File: src/rtl/video_rd_addr_gen.sv
// Purpose : per-read-port frame fetch address generator; walks a frame line by line as burst read commands.
// Latency : vsync rise sampled at N -> first command valid at N+1; one command per cycle while ready.
// Backpr. : a presented command holds addr/len until accepted; cmd_valid stays high until the frame completes.
//
// Ports:
//   pclk, rst         - pixel clock, synchronous active-high reset
//   vsync, base       - frame sync (rising edge starts a frame), frame base address sampled on that edge
//   cmd_valid/ready   - command handshake towards the memory arbiter
//   cmd_addr, cmd_len - command start word address and length (1..BURST)
//   frame_busy        - high while commands of a frame are being issued
//   frame_done        - one-cycle pulse after the last command of a frame is accepted
//   overrun           - one-cycle pulse when vsync rises while a frame is still being issued
module video_rd_addr_gen #(
    parameter int ASIZE      = 28,
    parameter int LINE_WORDS = 20,
    parameter int HEIGHT     = 10,
    parameter int BURST      = 8,
    parameter int STRIDE     = 32
) (
    input  logic                         pclk,
    input  logic                         rst,
    input  logic                         vsync,
    input  logic [ASIZE-1:0]             base,
    output logic                         cmd_valid,
    input  logic                         cmd_ready,
    output logic [ASIZE-1:0]             cmd_addr,
    output logic [$clog2(BURST+1)-1:0]   cmd_len,
    output logic                         frame_busy,
    output logic                         frame_done,
    output logic                         overrun
);

    localparam int LENW = $clog2(BURST + 1);
    localparam int OFFW = $clog2(LINE_WORDS + 1);
    localparam int CNTW = $clog2(HEIGHT + 1);

    typedef enum logic [1:0] {S_IDLE, S_ISSUE, S_DONE} state_t;

    state_t             r_state;
    logic               r_vs_d;
    logic [ASIZE-1:0]   r_line_addr;
    logic [OFFW-1:0]    r_word_off;
    logic [CNTW-1:0]    r_line_cnt;
    logic [ASIZE-1:0]   r_pend_base;
    logic               r_restart;
    logic               r_cmd_valid;
    logic [ASIZE-1:0]   r_cmd_addr;
    logic [LENW-1:0]    r_cmd_len;
    logic               r_frame_busy;
    logic               r_frame_done;
    logic               r_overrun;

    logic               w_vs_rise;
    logic               w_hs;
    logic [OFFW-1:0]    w_next_off;
    logic               w_line_end;
    logic               w_last_line;
    logic [ASIZE-1:0]   w_restart_base;
    logic [ASIZE-1:0]   w_next_line;

    // Words left in the line, capped at one burst; commands never cross a line end.
    function automatic logic [LENW-1:0] f_len(input logic [OFFW-1:0] off);
        int rem;
        rem = LINE_WORDS - int'(off);
        if (rem > BURST) f_len = LENW'(BURST);
        else             f_len = LENW'(rem);
    endfunction

    assign w_vs_rise   = vsync & ~r_vs_d;
    assign w_hs        = r_cmd_valid & cmd_ready;
    assign w_next_off  = r_word_off + OFFW'(r_cmd_len);
    assign w_line_end  = (w_next_off == OFFW'(LINE_WORDS));
    assign w_last_line = (r_line_cnt == CNTW'(HEIGHT - 1));
    assign w_next_line = r_line_addr + ASIZE'(STRIDE);
    // A vsync rise coinciding with the handshake is newer than any pending base.
    assign w_restart_base = w_vs_rise ? base : r_pend_base;

    always_ff @(posedge pclk) begin
        if (rst) begin
            r_state      <= S_IDLE;
            r_vs_d       <= 1'b1;   // vsync held high through reset must not start a frame
            r_line_addr  <= '0;
            r_word_off   <= '0;
            r_line_cnt   <= '0;
            r_pend_base  <= '0;
            r_restart    <= 1'b0;
            r_cmd_valid  <= 1'b0;
            r_cmd_addr   <= '0;
            r_cmd_len    <= '0;
            r_frame_busy <= 1'b0;
            r_frame_done <= 1'b0;
            r_overrun    <= 1'b0;
        end else begin
            r_vs_d       <= vsync;
            r_frame_done <= 1'b0;
            r_overrun    <= 1'b0;
            case (r_state)
                S_IDLE, S_DONE: begin
                    if (w_vs_rise) begin
                        r_state      <= S_ISSUE;
                        r_line_addr  <= base;
                        r_word_off   <= '0;
                        r_line_cnt   <= '0;
                        r_restart    <= 1'b0;
                        r_cmd_valid  <= 1'b1;
                        r_cmd_addr   <= base;
                        r_cmd_len    <= f_len('0);
                        r_frame_busy <= 1'b1;
                    end else begin
                        r_state <= S_IDLE;
                    end
                end
                S_ISSUE: begin
                    if (w_vs_rise) begin
                        r_pend_base <= base;
                        r_restart   <= 1'b1;
                        r_overrun   <= 1'b1;
                    end
                    if (w_hs) begin
                        if (w_vs_rise || r_restart) begin
                            // Abort: the accepted command was the old frame's last one.
                            r_restart   <= 1'b0;
                            r_line_addr <= w_restart_base;
                            r_word_off  <= '0;
                            r_line_cnt  <= '0;
                            r_cmd_addr  <= w_restart_base;
                            r_cmd_len   <= f_len('0);
                        end else if (w_line_end && w_last_line) begin
                            r_state      <= S_DONE;
                            r_cmd_valid  <= 1'b0;
                            r_frame_busy <= 1'b0;
                            r_frame_done <= 1'b1;
                        end else if (w_line_end) begin
                            r_word_off  <= '0;
                            r_line_cnt  <= r_line_cnt + CNTW'(1);
                            r_line_addr <= w_next_line;
                            r_cmd_addr  <= w_next_line;
                            r_cmd_len   <= f_len('0);
                        end else begin
                            r_word_off  <= w_next_off;
                            r_cmd_addr  <= r_line_addr + ASIZE'(w_next_off);
                            r_cmd_len   <= f_len(w_next_off);
                        end
                    end
                end
                default: r_state <= S_IDLE;
            endcase
        end
    end

    assign cmd_valid  = r_cmd_valid;
    assign cmd_addr   = r_cmd_addr;
    assign cmd_len    = r_cmd_len;
    assign frame_busy = r_frame_busy;
    assign frame_done = r_frame_done;
    assign overrun    = r_overrun;

endmodule

File: config.mk
export PLATFORM = sky130hd
export DESIGN_NAME = video_rd_addr_gen
export DESIGN_NICKNAME = d
export VERILOG_FILES = /design/src/rtl/video_rd_addr_gen.sv
export SDC_FILE = /design/constraint.sdc
export NUM_CORES = 1
export LEC_CHECK = 0
export CAP_MARGIN = 10
export CORE_MARGIN = 3
export CORE_UTILIZATION = 40
export DETAILED_ROUTE_END_ITERATION = 10
export GPL_TIMING_DRIVEN = 0
export SYNTH_ARGS = -nofsm -noshare
export SYNTH_HDL_FRONTEND = slang
export SYNTH_SLANG_ARGS = --single-unit
File: constraint.sdc
create_clock -name pclk -period 8.75 [get_ports pclk]
set_input_delay 2.625 -clock pclk [delete_from_list [all_inputs] [get_ports pclk]]
set_output_delay 2.625 -clock pclk [all_outputs]
set_load 0.02 [all_outputs]
==> results.sh <==
export IMPL_gr_total_overflow=0
export IMPL_multi_input_area_sq_um=3560
export IMPL_cts_tree="built"
export IMPL_slew_headroom=0.434
export IMPL_hold_path_class="reg -> reg"
export IMPL_cts_hold_buf=0
export IMPL_setup_violations=0
export IMPL_worst_skew_pair_late_latency_ns=0.37
export IMPL_die_x_microns=128
export IMPL_dr_pass1_iters=6
export IMPL_cts_setup_buffers=0
export IMPL_period_needed_ns=5.51
export IMPL_coreArea_sq_um=14200
export IMPL_antenna_cells=0
export IMPL_yosysTopAreaCell="dfxtp_1"
export IMPL_setup_tns_ns=0
export IMPL_synth_ff_type="dfxtp_1"
export IMPL_rows=43
export IMPL_synth_top_area_frac=0.350
export IMPL_ff2ff_path_depth=14
export IMPL_worst_ep_required_time_ns=8.97
export IMPL_critPathSlowestCell="clkbuf_1"
export IMPL_final_fill_count=1425
export IMPL_initial_core_util=0.419
export IMPL_antenna_found_initial=0
export IMPL_p_total_mw=1.10
export IMPL_arrival_ns=5.73
export IMPL_final_hold_viol_count=0
export IMPL_clock_path_buffers=2
export IMPL_netlist_area_sq_um=5950
export IMPL_ys_top_cells_by_area="dfxtp_1 (35%), a21oi_1 (8.6%), nand2_1 (8.3%), nor2_1 (3.8%), and3_1 (3.3%)"
export IMPL_grt_pass1_wl_microns=34500
export IMPL_worstMarginPinSlew_ns=0.849
export IMPL_ioPinCount=68
export IMPL_syn_nets=842
export IMPL_cp_cell_sequence="clkdlybuf4s50_1 > nand2b_1 > clkbuf_1 > nand3_1 > clkbuf_1 > clkbuf_1 > clkbuf_1 > nor2_1 > o21ai_0 > a21oi_1"
export IMPL_vias_per_cell=6.13
export IMPL_slowest_delay_ns=0.57
export IMPL_rsz0062_at_grt="no"
export IMPL_status="complete, no violations"
export IMPL_drc=0
export IMPL_final_max_slew_viol_count=0
export IMPL_cts_resized=0
export IMPL_async_flop_share=0
export IMPL_drt_iter0_markers=717
export IMPL_path_max_fanout=10
export IMPL_synth_seq_area_share=0.350
export IMPL_cap_violations=0
export IMPL_root_buffer="clkbuf_16"
export IMPL_critical_path_class="in -> reg"
export IMPL_worst_setup_path_start_kind="input port"
export IMPL_synth_seq_cells=104
export IMPL_synthCells=794
export IMPL_dieArea_sq_um=16400
export IMPL_vdd_drop_max_mv=0.102
export IMPL_cts_made_buffers=9
export IMPL_synth_distinct_cells=69
export IMPL_syn_to_final_growth_pct=20.2
export IMPL_cts_reportedPaths_clkPinSlew_ns=0.08
export IMPL_regArea_sq_um=2080
export IMPL_synth_edf_count=0
export IMPL_critPathMostFrequentCell="clkbuf_1"
export IMPL_h_tree_depth=3
export IMPL_finalWirelength_microns=22900
export IMPL_port_buffers=66
export IMPL_dp_hpwl_microns=17000
export IMPL_ant_nets=0
export IMPL_vias=6476
export IMPL_max_freq_ghz=0.181
export IMPL_post_place_cells=1040
export IMPL_final_cell_count_no_fill=1056
export IMPL_p_per_area_nw_per_um2=154
export IMPL_wl_per_cell_microns=21.7
export IMPL_grt_pass1_vias=5851
export IMPL_whs_path_depth=2
export IMPL_syn_area_per_cell_sq_um=7.50
export IMPL_period_share=0.630
export IMPL_die_h_microns=128
export IMPL_ys_warn_count=0
export IMPL_end_kind="flop"
export IMPL_grt_max_degree=19
export IMPL_track_usage=0.277
export IMPL_finClkSkew_ns=0.00995
export IMPL_fin_nets=919
export IMPL_cts_sinks=104
export IMPL_gp_congestion=0.970
export IMPL_holdWs_ns=0.450
export IMPL_leakagePower_nw=2.53
export IMPL_drive_gt1_frac=0.0605
sequential cells by signal, summed over array words and instances (netlist names), 2 cells and up:
name         flops
r_word_off       5
r_pend_base     28
cmd_len          4
r_line_cnt       4
r_state          2
r_line_addr     28
cmd_addr        28
worst max-delay path: cells and delay by family:
family | cells | cell delay [ns]
buf+inv | 5 | 2.32
compound gates | 2 | 0.28
simple gates | 3 | 0.50
cell usage after synthesis, drive strengths merged (7+ instances only):
cell,count
or4,8
a21o,9
o32ai,7
buf,21
clkbuf,40
inv,12
nand4,12
o21ai,43
nand3,33
nand2,132
and3,31
nor2,61
ha,14
or3,11
nor3,19
o31ai,10
a211oi,15
a21oi,104
a311oi,20
dfxtp,104
stage by stage:
stage	setup WS [ns]	utilization	cell area, sq um
global placement	3.00	0.481	6840
floorplan	4.47	-	5950
detailed placement	2.96	0.481	6840
CTS	3.36	0.504	7150
finish	3.24	0.504	7150
global route	3.12	0.504	7150
worst paths after layout:
kind,end,slack [ns],from
max,r_line_addr[20],3.24,vsync
max reg2reg,cmd_addr[27],4.65,cmd_len[0]
min,r_pend_base[17],0.45,r_pend_base[17]
min reg2reg,r_pend_base[17],0.45,r_pend_base[17]
kinds of logic (layout without fill, tap and decap cells):
family,count (synthesis),in the layout,synth area share
multiplexers,4,4,0.00715
adder cells (fa/ha/maj),16,16,0.0362
buffers and inverters,74,156,0.0519
flip-flops,104,104,0.350
AO/OA/AOI/OAI,253,253,0.274
AND/OR/NAND/NOR,331,331,0.262
XOR/XNOR,12,12,0.0189
cells in the final DEF, fill, tap and decap left out, types with 14 or more instances in the layout:
cell and n:
a211oi_1 14, nand2_1 131, clkdlybuf4s50_1 66, buf_2 16
nor2_1 60, nor3_1 19, ha_1 14, a21oi_1 102
clkbuf_1 40, o21ai_0 37, and3_1 31, nand3_1 33
a311oi_1 20, dfxtp_1 104
layout make-up:
type	count	area share
timing repair buffer	66	0.0924
buffer	61	0.0364
clock inverter	6	0.0107
tap	180	0.0315
inverter	13	0.00682
sequential	104	0.291
multi-input combinational	616	0.498
clock buffer	10	0.0334
metal layers:
metal  vias to the layer above  part of all wire  track usage
li1                       3040                 -            -
met1                      3076              0.44        0.392
met2                       327              0.44        0.422
met3                        33             0.090       0.0567
met4                         0             0.024       0.0893
met5                         -                 0            0
where the power goes:
group          total [mW]  switching (mW)  internal [mW]
clock               0.439           0.204          0.235
sequential          0.502          0.0133          0.488
combinational       0.161           0.103         0.0579
Power figures use the tool's default switching activity.
